[src/rtl/i2s_pkg.sv]
// Shared constants for the multi-line I2S receiver: channel tags, default geometry
// and the slot-counter width helper.
package i2s_pkg;

  localparam logic CH_LEFT  = 1'b0;
  localparam logic CH_RIGHT = 1'b1;

  localparam int DEF_NUM_LINES   = 8;
  localparam int DEF_SAMPLE_BITS = 8;
  localparam int DEF_SLOT_BITS   = 32;

  function automatic int cnt_width(input int slot_bits);
    return (slot_bits > 2) ? $clog2(slot_bits) : 1;
  endfunction

  localparam int DEF_CNT_W = cnt_width(DEF_SLOT_BITS);

endpackage

[src/rtl/i2s_rx_lane.sv]
// One I2S data lane: accumulates the leading SAMPLE_BITS-1 bits of a slot; the final
// bit is taken straight from the line so the full word is ready on the completion edge.
module i2s_rx_lane #(
  parameter int SAMPLE_BITS = 8
) (
  input  logic                   clk,
  input  logic                   rst_n,
  input  logic                   clr_i,
  input  logic                   shift_i,
  input  logic                   sd_i,
  output logic [SAMPLE_BITS-1:0] word_o
);

  logic [SAMPLE_BITS-2:0] shift_q;
  logic [SAMPLE_BITS-2:0] shift_d;

  assign word_o = {shift_q, sd_i};

  always_comb begin
    shift_d = shift_q;
    if (clr_i) begin
      shift_d = '0;
    end else if (shift_i) begin
      shift_d = word_o[SAMPLE_BITS-2:0];
    end
  end

  always_ff @(posedge clk or negedge rst_n) begin
    if (!rst_n) begin
      shift_q <= '0;
    end else begin
      shift_q <= shift_d;
    end
  end

endmodule

[src/rtl/i2s_rx_array.sv]
// Multi-line I2S master receiver: generates WS, deserialises NUM_LINES lanes in lockstep
// and emits one packed, channel-tagged word set per slot. Optional macro I2S_RX_OVERRUN_EN
// turns the valid pulse into a valid/ready handshake with a sticky overrun flag.
module i2s_rx_array
  import i2s_pkg::*;
#(
  parameter int NUM_LINES   = DEF_NUM_LINES,
  parameter int SAMPLE_BITS = DEF_SAMPLE_BITS,
  parameter int SLOT_BITS   = DEF_SLOT_BITS
) (
  input  logic                             clk,
  input  logic                             rst_n,
  input  logic                             ena,
  input  logic [NUM_LINES-1:0]             sd_in,
  output logic                             ws_out,
  output logic [NUM_LINES*SAMPLE_BITS-1:0] sample_data,
  output logic                             sample_ch,
  output logic                             sample_valid,
  input  logic                             sample_ready,
  output logic                             overrun
);

  localparam int              CW       = cnt_width(SLOT_BITS);
  localparam logic [CW-1:0]   CNT_LAST = CW'(SLOT_BITS - 1);
  localparam logic [CW-1:0]   CNT_DONE = CW'(SAMPLE_BITS);

  logic [CW-1:0]                    cnt_q, cnt_d;
  logic                             ws_q, ws_d;
  logic [NUM_LINES*SAMPLE_BITS-1:0] data_q, data_d;
  logic [NUM_LINES*SAMPLE_BITS-1:0] word_all;
  logic                             ch_q, ch_d;
  logic                             valid_q, valid_d;
  logic                             ovr_q, ovr_d;
  logic                             capture;
  logic                             complete;

  // One-bit I2S delay: slot position 0 carries the previous word's LSB.
  assign capture  = ena && (cnt_q != '0) && (cnt_q <= CNT_DONE);
  assign complete = ena && (cnt_q == CNT_DONE);

  generate
    for (genvar gi = 0; gi < NUM_LINES; gi++) begin : g_lane
      i2s_rx_lane #(
        .SAMPLE_BITS(SAMPLE_BITS)
      ) u_lane (
        .clk    (clk),
        .rst_n  (rst_n),
        .clr_i  (!ena),
        .shift_i(capture),
        .sd_i   (sd_in[gi]),
        .word_o (word_all[gi*SAMPLE_BITS +: SAMPLE_BITS])
      );
    end
  endgenerate

`ifndef I2S_RX_OVERRUN_EN
  logic unused_ready;
  assign unused_ready = sample_ready;
`endif

  always_comb begin
    cnt_d   = cnt_q;
    ws_d    = ws_q;
    data_d  = data_q;
    ch_d    = ch_q;
    valid_d = valid_q;
    ovr_d   = ovr_q;
    if (!ena) begin
      cnt_d   = '0;
      ws_d    = CH_LEFT;
      ch_d    = CH_LEFT;
      valid_d = 1'b0;
      ovr_d   = 1'b0;
    end else begin
      if (cnt_q == CNT_LAST) begin
        cnt_d = '0;
        ws_d  = ~ws_q;
      end else begin
        cnt_d = cnt_q + 1'b1;
      end
`ifdef I2S_RX_OVERRUN_EN
      // A completion wins over an acceptance on the same edge.
      if (complete) begin
        if (valid_q && !sample_ready) begin
          ovr_d = 1'b1;
        end
        valid_d = 1'b1;
      end else if (valid_q && sample_ready) begin
        valid_d = 1'b0;
      end
`else
      valid_d = complete;
`endif
      if (complete) begin
        data_d = word_all;
        ch_d   = ws_q;
      end
    end
  end

  always_ff @(posedge clk or negedge rst_n) begin
    if (!rst_n) begin
      cnt_q   <= '0;
      ws_q    <= CH_LEFT;
      data_q  <= '0;
      ch_q    <= CH_LEFT;
      valid_q <= 1'b0;
      ovr_q   <= 1'b0;
    end else begin
      cnt_q   <= cnt_d;
      ws_q    <= ws_d;
      data_q  <= data_d;
      ch_q    <= ch_d;
      valid_q <= valid_d;
      ovr_q   <= ovr_d;
    end
  end

  assign ws_out       = ws_q;
  assign sample_data  = data_q;
  assign sample_ch    = ch_q;
  assign sample_valid = valid_q;
  assign overrun      = ovr_q;

endmodule

[config.mk]
export PLATFORM = sky130hd
export DESIGN_NAME = i2s_rx_array
export DESIGN_NICKNAME = d
export VERILOG_FILES = /design/src/rtl/i2s_pkg.sv /design/src/rtl/i2s_rx_lane.sv /design/src/rtl/i2s_rx_array.sv
export SDC_FILE = /design/constraint.sdc
export NUM_CORES = 1
export LEC_CHECK = 0
export ABC_AREA = 1
export CORE_ASPECT_RATIO = 0.5
export CORE_MARGIN = 1.5
export CORE_UTILIZATION = 50
export CTS_CLUSTER_DIAMETER = 150
export DETAILED_ROUTE_END_ITERATION = 10
export PLACE_DENSITY_LB_ADDON = 0.25
export SETUP_SLACK_MARGIN = 0.05
export SYNTH_ARGS = -nofsm -noshare
export SYNTH_HDL_FRONTEND = slang
export SYNTH_SLANG_ARGS = --single-unit
export TNS_END_PERCENT = 50
[constraint.sdc]
create_clock -name clk -period 1.9 [get_ports clk]
set_input_delay 0.38 -clock clk [delete_from_list [all_inputs] [get_ports clk]]
set_output_delay 0.38 -clock clk [all_outputs]
set_load 0.03 [all_outputs]
==> impl_metrics.py, run 1 <==
metrics = {
    "die": {
        "initial_utilization_pct": 51.0,
        "core_area_um2": 10900,
        "floorplan.die_area_um2": 11800,
        "num_io_pins": 80,
        "floorplan.die.width_um": 152,
        "rows": 27,
        "dieHeight_um": 77.7,
    },
    "cts": {
        "cts_sinks": 128,
        "max-clock-path-buffers": 2,
        "worst_skew_pair.late_latency_ns": 0.41,
        "cts_tree": "yes",
        "htree_levels": 4,
        "tritoncts.num_buffers": 17,
        "clk_transition_reported_paths_ns": 0.06,
        "cts_root_buffer": "sky130_fd_sc_hd__clkbuf_16",
    },
    "global_routing": {
        "globalRouteMet1Util_pct": 28.9,
        "grt_max_degree": 92,
        "grt-ovfl-total": 0,
        "gr-max-usage-layer": "met2",
        "global_route_wire_length_before_repair_um": 20800,
        "global_route.usage.total_pct": 22.2,
        "gr_util_met2_pct": 36.1,
        "grt_util_met3_pct": 4.75,
        "antenna_found_initial": 0,
        "first_global_vias": 4298,
    },
    "timing": {
        "timing.clock.skew_ns": 0.00840,
        "slew_headroom_pct": 66.6,
        "final_max_slew_viol_count": 0,
        "min_period_over_period_pct": 95.9,
        "worst_slew_pin_slew_ns": 0.500,
        "maximum_clock_frequency_mhz": 549,
        "tns_ns": 0,
        "setup-violations-final": 0,
        "finalCriticalPeriod_ns": 1.82,
        "grt_setup_unrepaired": "yes",
        "worst_slack_ns": 0.0772,
        "timing_hold_violations_final": 0,
    },
    "logic_synthesis": {
        "mappedNetlistArea_um2": 5580,
        "synth_sequential_area_ratio_pct": 57.4,
        "synth_fp_nets": 698,
        "synthArstFlopShare_pct": 100,
        "yosys-top-cells-count": "sky130_fd_sc_hd__nand2_1, sky130_fd_sc_hd__dfrtp_1, sky130_fd_sc_hd__inv_1, sky130_fd_sc_hd__nand4_1, sky130_fd_sc_hd__buf_2",
        "synth_enable_flop_cells": 0,
        "yosys.area.top_type": "sky130_fd_sc_hd__dfrtp_1",
        "synth_area_leaders": "sky130_fd_sc_hd__dfrtp_1, sky130_fd_sc_hd__nand2_1, sky130_fd_sc_hd__nand4_1, sky130_fd_sc_hd__inv_1, sky130_fd_sc_hd__buf_2",
        "postSynth.topFlopCell": "sky130_fd_sc_hd__dfrtp_1",
        "syn_avg_cell_area_um2": 8.17,
        "yosysTopAreaCellShare_pct": 57.4,
        "synth_seq_cells": 128,
        "netlist-cell-type-count": 20,
        "most_repeated_cell_in_the_gate_level_netlist_after_synthesis": "sky130_fd_sc_hd__nand2_1",
        "postSynthCellCount": 683,
        "yosys_warnings": 0,
    },
    "route": {
        "vias": 4457,
        "detail_route.first_pass.iterations": 5,
        "postRouteWirelength_um": 12000,
        "wl_per_cell_um": 13.3,
        "final_routed_drc_violation_total": 0,
        "final_antenna_net_count": 0,
        "detail_route.vias_per_cell": 4.92,
        "drt-initial-drc-count": 254,
    },
    "worst_setup_path": {
        "cp.buffers_inverters": 1,
        "timing.critical_path.required_ns": 1.52,
        "critical_path_class": "register to primary output",
        "crit_path_end_kind": "primary output",
        "worst_path_dominant_cell_family": "buffers and inverters",
        "max_incr_delay_on_cp_ns": 0.68,
        "worst-endpoint-arrival_ns": 1.44,
        "worstSetupStartpointType": "register",
        "cp_slowest_cell": "sky130_fd_sc_hd__clkdlybuf4s50_1",
        "crit_path_max_fanout": 2,
        "timing.critical_path.cells": "clkdlybuf4s50_1",
    },
    "place": {
        "detailed_placement_hpwl_um": 6500,
        "gpl.final_weighted_congestion": 0.730,
        "port-buffer-count": 77,
        "detailedPlace.worstSlack_ns": 0.187,
    },
    "power": {
        "worst_case_vdd_ir_drop_mv": 0.483,
        "total_power_mw": 6.88,
        "power.density_nw_per_um2": 969,
        "p_leak_nw": 4.42,
    },
    "cells_and_area": {
        "net_count_reported_at_finish": 762,
        "drive_gt1_share_pct": 7.11,
        "area_growth_syn_to_layout_pct": 27.2,
        "insertedDiodeCount": 0,
        "fin_util_pct": 64.8,
    },
    "min_path": {
        "hp-class": "primary input to register",
    },
    "run": {
        "maxCapViolCount": 0,
    },
    "run_status": {
        "status": "finished clean",
    },
}
==> power breakdown <==
group / internal [mW] / switching, mW
sequential: 2.83 / 0.0741
clock: 2.19 / 1.22
combinational: 0.187 / 0.378
total: 5.21 / 1.67
==> per-stage QoR <==
step	hold slack, ns	std cells	area, µm²
5_1_grt	0.312	905	7100
3_5_place_dp	0.367	872	6420
3_3_place_gp	0.366	872	6420
6_report	0.287	905	7100
4_1_cts	0.284	905	7050
2_1_floorplan	0.0844	683	5580
==> registers in the layout, indices dropped and copies added, names as in the netlist <==
signal,flops
ws_out,1
cnt_q,5
sample_data,64
g_lane.u_lane.shift_q,56
sample_ch,1
sample_valid,1
==> cell type report <==
class	count	area, µm²
Clock inverter	14	190
Multi-Input combinational cell	443	1870
Sequential cell	128	3200
Clock buffer	18	429
Inverter	66	249
Timing Repair Buffer	91	973
Fill cell	926	3850
Tap cell	145	181
==> per-layer routing <==
layer | share of wire (%) | vias to the layer above
li1 | - | 2216
met2 | 47 | 92
met4 | 1.7 | 0
met1 | 48 | 2131
met5 | 0 | -
met3 | 3.5 | 18
==> logic make-up after synthesis <==
logic type,share of synthesized area [%]
buffers and inverters,9.10
other,0.0672
AO/OA/AOI/OAI,0.179
XOR/XNOR,0.157
AND/OR/NAND/NOR,32.4
adder cells (fa/ha/maj),0.673
flip-flops,57.4
==> layout by cell type (no fill, tap or decap) <==
master,count
sky130_fd_sc_hd__nand4_1,56
sky130_fd_sc_hd__or2_2,1
sky130_fd_sc_hd__nand2_2,2
sky130_fd_sc_hd__o21ai_0,2
sky130_fd_sc_hd__nand2_1,364
sky130_fd_sc_hd__inv_2,1
sky130_fd_sc_hd__bufinv_16,4
sky130_fd_sc_hd__nor3b_1,1
sky130_fd_sc_hd__buf_6,3
sky130_fd_sc_hd__nand3_2,2
sky130_fd_sc_hd__nor2_4,1
sky130_fd_sc_hd__ha_1,3
sky130_fd_sc_hd__clkbuf_1,1
sky130_fd_sc_hd__xor2_1,1
sky130_fd_sc_hd__inv_6,1
sky130_fd_sc_hd__nand3_1,3
sky130_fd_sc_hd__clkinv_4,1
sky130_fd_sc_hd__dlymetal6s2s_1,17
sky130_fd_sc_hd__buf_12,4
sky130_fd_sc_hd__buf_4,8
sky130_fd_sc_hd__clkinvlp_4,5
sky130_fd_sc_hd__dlygate4sd3_1,1
sky130_fd_sc_hd__clkdlybuf4s50_1,55
sky130_fd_sc_hd__dlygate4sd2_1,3
sky130_fd_sc_hd__clkinv_2,4
sky130_fd_sc_hd__inv_1,64
sky130_fd_sc_hd__clkbuf_16,17
sky130_fd_sc_hd__nor2_1,6
sky130_fd_sc_hd__dfrtp_1,128
sky130_fd_sc_hd__conb_1,1
==> what timing repair did <==
| item | in CTS | in global routing |
|---|---|---|
| hold buffers | 1 | 0 |
| buffers inserted | 0 | 0 |
| resized for setup | 3 | 20 |
| cloned | 0 | 0 |
| setup endpoints to repair | 6 | 71 |
| endpoints found under the hold margin | 50 | 0 |
==> path summary, 6_finish.rpt <==
kind / start / endpoint / slack, ns / cells past startpoint
setup / recovery: sample_data[60] / sample_data[60] / 0.08 / 1
hold / removal: ena / g_lane[7].u_lane.shift_q[6] / 0.29 / 3
setup reg to reg: cnt_q[0] / sample_data[34] / 0.24 / 9
hold reg to reg: sample_data[39] / sample_data[39] / 0.48 / 2
max in group asynchronous: rst_n / sample_data[2] / 0.75 / 3
min in group asynchronous: rst_n / sample_data[38] / 0.49 / 2
Power figures use the tool's default switching activity.
==> run 2, diff against run 1 <==
--- a/config.mk
+++ b/config.mk
@@ -5,7 +5,7 @@
 export SDC_FILE = /design/constraint.sdc
 export NUM_CORES = 1
 export LEC_CHECK = 0
-export ABC_AREA = 1
+export CAP_MARGIN = 20
 export CORE_ASPECT_RATIO = 0.5
 export CORE_MARGIN = 1.5
 export CORE_UTILIZATION = 50
@@ -13,6 +13,7 @@
 export DETAILED_ROUTE_END_ITERATION = 10
 export PLACE_DENSITY_LB_ADDON = 0.25
 export SETUP_SLACK_MARGIN = 0.05
+export SKIP_CTS_REPAIR_TIMING = 1
 export SYNTH_ARGS = -nofsm -noshare
 export SYNTH_HDL_FRONTEND = slang
 export SYNTH_SLANG_ARGS = --single-unit
==> impl_metrics.py, run 2 <==
metrics = {
    "run_status": {
        "status": "finished clean",
    },
    "min_path": {
        "hp-class": "primary input to async pin",
    },
    "logic_synthesis": {
        "postSynth.topFlopCell": "sky130_fd_sc_hd__dfrtp_1",
        "synth_area_leaders": "sky130_fd_sc_hd__dfrtp_1, sky130_fd_sc_hd__mux2_4, sky130_fd_sc_hd__mux2i_1, sky130_fd_sc_hd__nand2_1, sky130_fd_sc_hd__mux2_2",
        "yosys_warnings": 0,
        "yosysTopAreaCellShare_pct": 61.1,
        "synth_enable_flop_cells": 0,
        "synth_sequential_area_ratio_pct": 61.1,
        "netlist-cell-type-count": 22,
        "synth_fp_nets": 375,
        "yosys-top-cells-count": "sky130_fd_sc_hd__dfrtp_1, sky130_fd_sc_hd__nand2_1, sky130_fd_sc_hd__mux2i_1, sky130_fd_sc_hd__mux2_4, sky130_fd_sc_hd__mux2_2",
        "synthArstFlopShare_pct": 100,
        "most_repeated_cell_in_the_gate_level_netlist_after_synthesis": "sky130_fd_sc_hd__dfrtp_1",
        "synth_seq_cells": 128,
        "postSynthCellCount": 360,
        "yosys.area.top_type": "sky130_fd_sc_hd__dfrtp_1",
        "mappedNetlistArea_um2": 5240,
        "syn_avg_cell_area_um2": 14.6,
    },
    "cells_and_area": {
        "insertedDiodeCount": 0,
        "area_growth_syn_to_layout_pct": 30.4,
        "drive_gt1_share_pct": 23.4,
        "net_count_reported_at_finish": 461,
        "fin_util_pct": 66.9,
        "largest_register_ffs": 64,
        "mostFrequentLayoutCells": "sky130_fd_sc_hd__dfrtp_1, sky130_fd_sc_hd__nand2_1, sky130_fd_sc_hd__mux2i_1",
        "most_frequent_standard_cell_in_the_layout_excluding_fill_and_tap_cells": "sky130_fd_sc_hd__dfrtp_1",
    },
    "global_routing": {
        "antenna_found_initial": 0,
        "first_global_vias": 3043,
        "grt-ovfl-total": 0,
        "global_route.usage.total_pct": 18.4,
        "global_route_wire_length_before_repair_um": 15400,
        "grt_max_degree": 44,
    },
    "cts": {
        "cts_root_buffer": "sky130_fd_sc_hd__clkbuf_16",
        "cts_sinks": 128,
        "tritoncts.num_buffers": 17,
        "worst_skew_pair.late_latency_ns": 0.41,
        "clk_transition_reported_paths_ns": 0.06,
        "cts_tree": "yes",
        "max-clock-path-buffers": 2,
        "htree_levels": 4,
    },
    "timing": {
        "maximum_clock_frequency_mhz": 545,
        "final_max_slew_viol_count": 0,
        "finalCriticalPeriod_ns": 1.83,
        "grt_setup_unrepaired": "yes",
        "timing_hold_violations_final": 0,
        "tns_ns": 0,
        "min_period_over_period_pct": 96.5,
        "timing.clock.skew_ns": 0.00844,
        "setup-violations-final": 0,
    },
    "worst_setup_path": {
        "critical_path_class": "register to primary output",
        "worst_r2r_endpoint": "g_lane[3].u_lane.shift_q[5]",
        "r2r_cells": 6,
        "max_incr_delay_on_cp_ns": 0.68,
        "crit_end": "sample_data[15]",
        "crit_start": "sample_data[15]",
        "crit_path_end_kind": "primary output",
        "worst_path_dominant_cell_family": "buffers and inverters",
        "timing.reg2reg.setup_slack_ns": 0.19,
        "cp.buffers_inverters": 1,
        "worst-endpoint-arrival_ns": 1.45,
        "crit_path_max_fanout": 2,
        "worstSetupStartpointType": "register",
        "cp_num_cells": 1,
        "timing.critical_path.cells": "clkdlybuf4s50_1",
        "rr_startpoint": "cnt_q[0]",
        "cp_slowest_cell": "sky130_fd_sc_hd__clkdlybuf4s50_1",
        "timing.critical_path.required_ns": 1.52,
    },
    "die": {
        "dieHeight_um": 75.4,
        "rows": 26,
        "floorplan.die.width_um": 148,
        "num_io_pins": 80,
        "floorplan.die_area_um2": 11100,
        "core_area_um2": 10200,
        "initial_utilization_pct": 51.3,
    },
    "route": {
        "vias": 2998,
        "final_antenna_net_count": 0,
        "postRouteWirelength_um": 9470,
        "detail_route.vias_per_cell": 5.01,
        "wl_per_cell_um": 15.8,
        "final_routed_drc_violation_total": 0,
        "detail_route.first_pass.iterations": 4,
        "drt-initial-drc-count": 124,
    },
    "run": {
        "maxCapViolCount": 0,
    },
    "place": {
        "gpl.final_weighted_congestion": 0.722,
        "port-buffer-count": 77,
        "detailed_placement_hpwl_um": 6210,
    },
    "power": {
        "worst_case_vdd_ir_drop_mv": 0.781,
        "p_leak_nw": 3.82,
        "power.density_nw_per_um2": 942,
    },
}
[run 2: how the worst min path moves through the flow]
stage / from / end / slack [ns]
after detailed placement: rst_n / sample_data[12] / 0.37
after global placement: rst_n / sample_data[11] / 0.36
after global routing: ena / sample_valid / 0.48
final: rst_n / sample_data[11] / 0.47
after floorplan: rst_n / cnt_q[0] / 0.08
after CTS: rst_n / sample_data[12] / -0.07
[run 2: where the power goes]
| part | switching [mW] | leakage (nW) | internal (mW) |
|---|---|---|---|
| registers | 0.0440 | 1.77 | 2.80 |
| logic | 0.304 | 1.77 | 0.244 |
| clock network | 1.08 | 0.276 | 1.96 |
| total | 1.43 | 3.82 | 5.01 |
[run 2: cells by family after synthesis]
| group | synth area share (%) |
|---|---|
| AOI/OAI and AO/OA | 0.167 |
| xor gates and xnor gates | 0.501 |
| adders and majority gates | 0.716 |
| buffers and inverters | 3.15 |
| DFF | 61.1 |
| muxes | 28.1 |
| other | 0.0715 |
| and+or+nand+nor | 6.18 |
[run 2: layer usage]
metal	track usage [%]	wire length (µm)
met5	0	0
met4	7.26	108
met3	5.27	321
met2	30.9	4590
met1	23.1	4450
[run 2: through the flow]
stage	instance area [µm²]	hold WS [ns]	power, mW	worst slack, ns	cells
3_5_place_dp	6210	0.368	3.45	0.201	566
4_1_cts	6780	-0.0679	6.51	0.0225	597
2_1_floorplan	5240	0.0844	3.23	0.274	360
6_report	6840	0.470	6.44	0.0656	598
3_3_place_gp	6210	0.358	3.43	0.247	566
5_1_grt	6840	0.482	6.68	0.0375	598
[run 2: layout make-up]
| class | instances | area [µm²] |
|---|---|---|
| Inverter | 3 | 11.3 |
| Multi-Input combinational cell | 207 | 1890 |
| Fill cell | 722 | 3380 |
| Tap cell | 140 | 175 |
| Clock buffer | 26 | 509 |
| Clock inverter | 5 | 52.6 |
| Sequential cell | 128 | 3200 |
| Timing Repair Buffer | 89 | 993 |
==> run 3, diff against run 2 <==
--- a/config.mk
+++ b/config.mk
@@ -17,4 +17,4 @@
 export SYNTH_ARGS = -nofsm -noshare
 export SYNTH_HDL_FRONTEND = slang
 export SYNTH_SLANG_ARGS = --single-unit
-export TNS_END_PERCENT = 50
+export TNS_END_PERCENT = 5
==> impl_metrics.py, run 3 (synthesized netlist as in run 2, its figures left out) <==
metrics = {
    "worst_setup_path": {
        "timing.reg2reg.setup_slack_ns": 0.18,
        "worst_r2r_endpoint": "g_lane[3].u_lane.shift_q[5]",
        "worst_path_dominant_cell_family": "buffers and inverters",
        "cp_slowest_cell": "sky130_fd_sc_hd__clkdlybuf4s50_1",
        "worstSetupStartpointType": "register",
        "crit_path_max_fanout": 2,
        "r2r_cells": 6,
        "max_incr_delay_on_cp_ns": 0.69,
        "rr_startpoint": "cnt_q[0]",
        "worst-endpoint-arrival_ns": 1.48,
        "timing.critical_path.required_ns": 1.52,
        "timing.critical_path.cells": "clkdlybuf4s50_1",
        "crit_path_end_kind": "primary output",
        "critical_path_class": "register to primary output",
        "cp.buffers_inverters": 1,
    },
    "route": {
        "postRouteWirelength_um": 9520,
        "final_antenna_net_count": 0,
        "detail_route.vias_per_cell": 5.01,
        "detail_route.first_pass.iterations": 4,
        "wl_per_cell_um": 15.9,
        "drt-initial-drc-count": 134,
        "final_routed_drc_violation_total": 0,
        "vias": 2995,
    },
    "cts": {
        "htree_levels": 4,
        "max-clock-path-buffers": 2,
        "tritoncts.num_buffers": 17,
        "cts_tree": "yes",
        "cts_root_buffer": "sky130_fd_sc_hd__clkbuf_16",
        "clk_transition_reported_paths_ns": 0.06,
        "worst_skew_pair.late_latency_ns": 0.41,
        "cts_sinks": 128,
    },
    "timing": {
        "worst_slack_ns": 0.0390,
        "final_max_slew_viol_count": 0,
        "maximum_clock_frequency_mhz": 537,
        "finalCriticalPeriod_ns": 1.86,
        "tns_ns": 0,
        "setup-violations-final": 0,
        "timing_hold_violations_final": 0,
        "grt_setup_unrepaired": "yes",
        "min_period_over_period_pct": 97.9,
        "timing.clock.skew_ns": 0.00752,
    },
    "die": {
        "core_area_um2": 10200,
        "rows": 26,
        "initial_utilization_pct": 51.3,
        "floorplan.die_area_um2": 11100,
        "dieHeight_um": 75.4,
        "floorplan.die.width_um": 148,
        "num_io_pins": 80,
    },
    "cells_and_area": {
        "insertedDiodeCount": 0,
        "area_growth_syn_to_layout_pct": 29.5,
        "largest_register_ffs": 64,
        "net_count_reported_at_finish": 461,
        "drive_gt1_share_pct": 23.4,
        "mostFrequentLayoutCells": "sky130_fd_sc_hd__dfrtp_1, sky130_fd_sc_hd__clkdlybuf4s50_1, sky130_fd_sc_hd__nand2_1",
        "most_frequent_standard_cell_in_the_layout_excluding_fill_and_tap_cells": "sky130_fd_sc_hd__dfrtp_1",
        "final_cell_count_no_fill": 598,
        "n_fill_cell": 734,
    },
    "run": {
        "maxCapViolCount": 0,
    },
    "global_routing": {
        "grt-ovfl-total": 0,
        "global_route_wire_length_before_repair_um": 15400,
        "antenna_found_initial": 0,
        "grt_max_degree": 44,
        "first_global_vias": 3043,
        "global_route.usage.total_pct": 18.4,
    },
    "min_path": {
        "hp-class": "primary input to async pin",
    },
    "power": {
        "p_leak_nw": 3.50,
        "net-switching-power_mw": 1.43,
        "p_int_mw": 5.01,
        "sw_frac_of_total_pct": 22.2,
        "pwr-share-clk_pct": 47.2,
        "power.density_nw_per_um2": 949,
        "comb_power_share_pct": 8.6,
        "power.share.sequential_pct": 44.2,
        "total_power_mw": 6.44,
        "worst_case_vdd_ir_drop_mv": 0.781,
    },
    "place": {
        "gpl.final_weighted_congestion": 0.722,
        "detailed_placement_hpwl_um": 6210,
        "detailedPlace.worstSlack_ns": 0.201,
        "port-buffer-count": 77,
        "dpl.cell_count": 566,
    },
    "run_status": {
        "status": "finished clean",
    },
}
==> run 3: changes by cell type in the layout (fill, tap and decap cells not counted) <==
cell and change:
sky130_fd_sc_hd__dlymetal6s2s_1 -18, sky130_fd_sc_hd__clkdlybuf4s50_1 +18
==> run 3: worst max path at each step <==
stage | startpoint | endpoint | slack, ns | cells past startpoint
after floorplan | cnt_q[0] | sample_data[0] | 0.27 | 7
after global placement | cnt_q[0] | sample_data[49] | 0.25 | 6
after detailed placement | cnt_q[0] | g_lane[3].u_lane.shift_q[5] | 0.20 | 6
after CTS | ws_out | ws_out | 0.02 | 1
after global routing | sample_data[14] | sample_data[14] | 0.02 | 1
final | sample_data[14] | sample_data[14] | 0.04 | 1
==> run 3: power groups by stage <==
stage          Clock (mW)  Sequential [mW]  Combinational, mW
3_5_place_dp            0             2.89              0.557
4_1_cts              3.10             2.85              0.560
6_report             3.04             2.85              0.551
5_1_grt              3.24             2.86              0.596
3_3_place_gp            0             2.89              0.541
2_1_floorplan           0             2.95              0.281
==> run 3: per-stage QoR <==
stage	util [%]	hold slack, ns	cell area [µm²]
final	66.5	0.470	6790
after detailed placement	60.8	0.368	6210
after floorplan	-	0.0844	5240
after CTS	66.3	-0.0679	6780
after global placement	60.8	0.358	6210
after global routing	66.5	0.482	6790
==> run 3: metal layers <==
layer	up-vias	wire length [µm]	global-route usage [%]
li1	1392	-	-
met3	9	336	5.27
met4	0	103	7.26
met2	59	4630	30.9
met1	1535	4450	23.1
met5	-	0	0
==> run 3: final cells by class <==
type	count	area [µm²]	area share, %
timing repair buffer	89	948	14.0
multi-input combinational	207	1890	27.8
inverter	3	11.3	0.166
tap	140	175	2.58
clock inverter	5	52.6	0.774
sequential	128	3200	47.2
clock buffer	26	509	7.50
